===== src/rtl/retire_port_unit.sv =====
// Retire-side observation port: instruction count, last result, sticky halt on the addi/jalr sequence.
// Latency: one cycle, registered outputs. Accepts one retirement per cycle with no backpressure; input is ignored once halted.
module retire_port_unit #(
    parameter int          CNT_WIDTH = 32,
    parameter logic [31:0] HALT_I0   = 32'h00c00093,
    parameter logic [31:0] HALT_I1   = 32'h00008067
) (
    input  logic                 CLK,
    input  logic                 RSTn,
    input  logic                 RET_VALID,
    input  logic [31:0]          RET_INST,
    input  logic                 RET_RF_WE,
    input  logic [31:0]          RET_RF_WD,
    input  logic                 RET_IS_BRANCH,
    input  logic                 RET_BR_TAKEN,
    input  logic                 RET_IS_STORE,
    input  logic [31:0]          RET_ST_ADDR,
    output logic [CNT_WIDTH-1:0] NUM_INST,
    output logic [31:0]          OUTPUT_PORT,
    output logic                 HALT
);

    typedef enum logic [1:0] {
        IDLE   = 2'd0,
        ARMED  = 2'd1,
        HALTED = 2'd2
    } state_t;

    localparam logic [CNT_WIDTH-1:0] CNT_ONE = {{(CNT_WIDTH-1){1'b0}}, 1'b1};

    state_t               state_q;
    logic [CNT_WIDTH-1:0] cnt_q;
    logic [31:0]          out_q;
    logic                 halt_q;
    logic                 retire;

    assign retire = RET_VALID && !halt_q;

    always_ff @(posedge CLK) begin
        if (!RSTn) begin
            state_q <= IDLE;
            cnt_q   <= '0;
            out_q   <= '0;
            halt_q  <= 1'b0;
        end else if (retire) begin
            cnt_q <= cnt_q + CNT_ONE;

            if (RET_IS_STORE)
                out_q <= RET_ST_ADDR;
            else if (RET_IS_BRANCH)
                out_q <= {31'b0, RET_BR_TAKEN};
            else if (RET_RF_WE)
                out_q <= RET_RF_WD;

            // Bubbles never reach here, so ARMED survives gaps between the two halt instructions.
            case (state_q)
                IDLE: begin
                    if (RET_INST == HALT_I0)
                        state_q <= ARMED;
                end
                ARMED: begin
                    if (RET_INST == HALT_I1) begin
                        state_q <= HALTED;
                        halt_q  <= 1'b1;
                    end else if (RET_INST != HALT_I0) begin
                        state_q <= IDLE;
                    end
                end
                default: ;
            endcase
        end
    end

    assign NUM_INST    = cnt_q;
    assign OUTPUT_PORT = out_q;
    assign HALT        = halt_q;

endmodule


===== config.mk =====
export PLATFORM = sky130hd
export DESIGN_NAME = retire_port_unit
export DESIGN_NICKNAME = d
export VERILOG_FILES = /design/src/rtl/retire_port_unit.sv
export SDC_FILE = /design/constraint.sdc
export NUM_CORES = 1
export LEC_CHECK = 0
export BUFFER_PORTS_ARGS = -buffer_cell sky130_fd_sc_hd__buf_2
export CORE_MARGIN = 3
export CORE_UTILIZATION = 45
export CTS_CLUSTER_DIAMETER = 60
export DETAILED_ROUTE_END_ITERATION = 8
export PLACE_DENSITY = 0.81
export SLEW_MARGIN = 20
export SYNTH_ARGS = -nofsm -noshare
export SYNTH_HDL_FRONTEND = slang
export SYNTH_SLANG_ARGS = --single-unit

===== constraint.sdc =====
create_clock -name CLK -period 5.75 [get_ports CLK]
set_input_delay 0.2875 -clock CLK [delete_from_list [all_inputs] [get_ports CLK]]
set_output_delay 0.2875 -clock CLK [all_outputs]
set_load 0.02 [all_outputs]

==> impl_summary.txt <==
----------------------------------------------------
[Critical path]
  Startpoint kind of the worst setup timing path ... register
  Arrival time of the worst setup path ... 2560 ps
  Crit path launch ... NUM_INST[3]$_SDFFE_PN0P_
  Setup slack, reg-to-reg ... 3440 ps
  Type of the worst setup path ... reg -> reg
  Delay of the slowest cell on the worst path ... 720 ps
  CP max FO ... 23
  Slowest CP cell ... or4_1
  Crit Reg-Reg Startpoint ... NUM_INST[3]$_SDFFE_PN0P_
  Cells along the critical path ... and4b_1 > nand4_1 > or4_1 > a21oi_1
  Setup crit end ... NUM_INST[27]$_SDFFE_PN0P_
  Worst reg2reg endpoint ... NUM_INST[27]$_SDFFE_PN0P_
  CP Capture Type ... register
  Critical path required time ... 6000 ps
  Worst Reg-to-Reg Cells ... 4

[CTS]
  Maximum number of buffers from clock root to sink ... 2
  Cts hold-fix bufs ... 0
  CTS resizes ... 0
  CTS tree ... done
  Num Clock Sinks ... 67
  Root buffer cell ... clkbuf_8
  Clock edge transition at the registers on the reported setup and hold paths ... roughly 80 ps
  Later-pin clock latency in the skew report ... around 340 ps
  CTS H-tree lvls ... 3
  Postcts setup bufs ... 0
  Number of buffers added by the clock tree synthesis step ... 9

[Global routing]
  GRT Util Overall ... a little under a quarter
  Leftover overflow at the end of global routing ... 0
  Number of global-route vias before repair ... 2996
  Antenna violations before repair ... 0
  Pin count of the biggest net entering global routing ... 64
  Wire length of the first global-routing pass ... 14000 um

[Final layout]
  Post-layout nets ... 612
  Fraction of final layout cells sized beyond drive strength 1 ... 37.0%
  Final core utilization ... between 60% and 70%
  Number of antenna diodes ... 0
  Fill cell count ... 565
  Relative area change from synthesis to final layout ... 35.2%
  Final std cells w/o fill ... 590

[STA]
  Transition at the pin with the smallest max-transition slack ... 1080 ps
  Final Hold Viols ... 0
  Max-Slew Margin vs Limit ... 28.1%
  Number of max-slew violations in the final report ... 0
  RSZ-0062 raised after global routing ... false
  Final Critical Period ... 2310 ps
  Total of endpoints with negative setup slack in the final report ... 0
  Final TNS setup ... 0 ps
  Worst hold slack across all endpoints ... 240 ps
  Peak clock frequency supported by timing ... ~0.43 GHz
  Skew final ... 5.35 ps
  Final period util ... 40.2%

[Yosys]
  Dominant cells by area after synthesis ... dfxtp_1 44%, a221oi_1 8.6%, nor3_1 5.6%
  Register bit count reported by yosys ... 67
  Number of instances in the synthesized netlist ... 356
  Yosys warnings ... 0
  Post-Synthesis Cell Area ... just over 0.003 mm^2
  Net count after synthesis ... 460
  Area share of the largest cell type after synthesis ... roughly 44%
  Distinct cells, synth ... 38
  Post-synthesis cell type with the largest combined area ... dfxtp_1
  Sequential element share of the synthesized area ... 43.9%
  Async SR Flop Fraction ... 0%
  Syn_area_per_cell ... 8.58 um^2
  Most instantiated flip-flop cell in the synthesis netlist ... dfxtp_1
  Post-synth EDFFs ... 0

[Floorplan]
  Core area ... about 0.0065 mm^2
  Width of the die ... 88.4 um
  Die area ... 0.00781 mm^2
  Initial Util ... 47.3%
  Std-Cell Rows ... 29
  Height of the chip ... 88.4 um
  Number of top-level pins ... 168

[Detailed routing]
  Post-detailed-route via-to-cell ratio ... 5.77
  Post-Route WL ... 9130 um
  Iteration count of the initial detailed-routing pass ... 5
  Drt wl/cell ... ~15 um
  Vias post-DR ... about 3400
  DRC marker count from the first detailed-route iteration ... 173
  Number of antenna-violating nets in the routed design ... 0
  DRC ... 0

[Outcome]
  Result of the run ... finished clean

[Hold path]
  Classification of the worst-slack hold path ... in -> reg
  Worst hold path startpoint ... RET_INST[7]

[Pwr]
  Power Density ... roughly 260 mW/mm^2
  Leakage power total ... 1.76 nW
  Overall Power ... 1.07 mW
  Worst vdd ir ... ~0.23 mV

[Place]
  Post-placement cell count ... around 570
  Routability congestion estimate from global placement ... 0.827
  Number of input and output port buffers inserted ... 167
  Post-detail-place hpwl ... 6610 um

[Flow run]
  Count of max-cap constraint violations ... 0

----------------------------------------------------
==> through the flow <==
step,setup slack [ps],cell area [um^2]
floorplan,3730,3050
global placement,3450,3890
detailed placement,3360,3890
CTS,3430,4110
global route,3230,4130
finish,3440,4130
==> state kept, by name (all words and copies together), names as in the netlist <==
signal       flops
NUM_INST        32
HALT             1
OUTPUT_PORT     32
state_q          2
==> cell families after synthesis <==
kind of cell,Yosys count,synth area share [%]
muxes,4,1.31
xor gates and xnor gates,9,2.58
adders and majority gates,1,0.410
AOI/OAI and AO/OA,78,18.4
and+or+nand+nor,165,29.2
DFF,67,43.9
buffers and inverters,32,4.18
==> worst min-delay path by stage <==
| stage | slack, ps | cells past startpoint | to |
|---|---|---|---|
| floorplan | 440 | 2 | state_q[0]$_SDFFE_PN0P_ |
| global placement | 450 | 2 | OUTPUT_PORT[0]$_SDFFE_PN0P_ |
| detailed placement | 460 | 2 | OUTPUT_PORT[0]$_SDFFE_PN0P_ |
| CTS | 230 | 3 | state_q[0]$_SDFFE_PN0P_ |
| global route | 240 | 3 | OUTPUT_PORT[12]$_SDFFE_PN0P_ |
| finish | 240 | 3 | state_q[0]$_SDFFE_PN0P_ |
==> power breakdown <==
| part | switching, mW | internal [mW] |
|---|---|---|
| Sequential | 0.0122 | 0.483 |
| Clock | 0.187 | 0.242 |
| Combinational | 0.0847 | 0.0612 |
==> critical path, delay by kind of cell, from the launching register on <==
kind | cells | cell delay, ps
AO/OA/AOI/OAI | 1 | 170
AND/OR/NAND/NOR | 3 | 1630
flip-flops | 1 | 420
==> cell usage in the layout (no fill, tap or decap), types with 2 or more instances in the layout <==
master,n
buf_2,167
dfxtp_1,67
nor2_1,42
nor3_1,34
a221oi_1,30
a21oi_1,21
nand2_1,17
o31ai_1,16
or4_1,16
nand4_1,11
nor4_1,10
nand3_1,10
clkbuf_8,9
o21ai_0,5
xnor2_1,5
xor2_1,4
or3_1,4
mux2i_1,4
nand4b_1,4
inv_1,4
and4_1,3
clkinvlp_4,3
nand3b_1,2
nor4bb_1,2
nand2b_1,2
and3_1,2
bufinv_16,2
clkinv_2,2
==> synth_stat cells, types with 2 or more instances <==
cell / instances
dfxtp_1: 67
nor2_1: 43
nor3_1: 34
a221oi_1: 30
clkbuf_1: 23
a21oi_1: 21
nand2_1: 17
o31ai_1: 17
or4_1: 16
nand4_1: 11
nand3_1: 10
nor4_1: 10
o21ai_0: 5
xnor2_1: 5
inv_1: 4
mux2i_1: 4
nand4b_1: 4
or3_1: 4
xor2_1: 4
and4_1: 3
buf_1: 3
and3_1: 2
nand2b_1: 2
nand3b_1: 2
nor4bb_1: 2
==> routing by layer <==
| metal | GRT usage, % | vias up | wire length, um |
|---|---|---|---|
| li1 | - | 1676 | - |
| met4 | 10.9 | 0 | 216 |
| met1 | 27.4 | 1572 | 3600 |
| met2 | 37.7 | 138 | 4580 |
| met3 | 6.70 | 18 | 733 |
| met5 | 0 | - | 0 |
==> final cells by class <==
| cell class | count | area, um^2 | area share, % |
|---|---|---|---|
| clock buffer | 9 | 124 | 3.00 |
| clock inverter | 7 | 92.6 | 2.24 |
| inverter | 5 | 18.8 | 0.455 |
| multi-input combinational | 257 | 1610 | 38.9 |
| sequential | 67 | 1340 | 32.5 |
| tap | 77 | 96.3 | 2.33 |
| timing repair buffer | 168 | 847 | 20.5 |
Power figures use the tool's default switching activity.
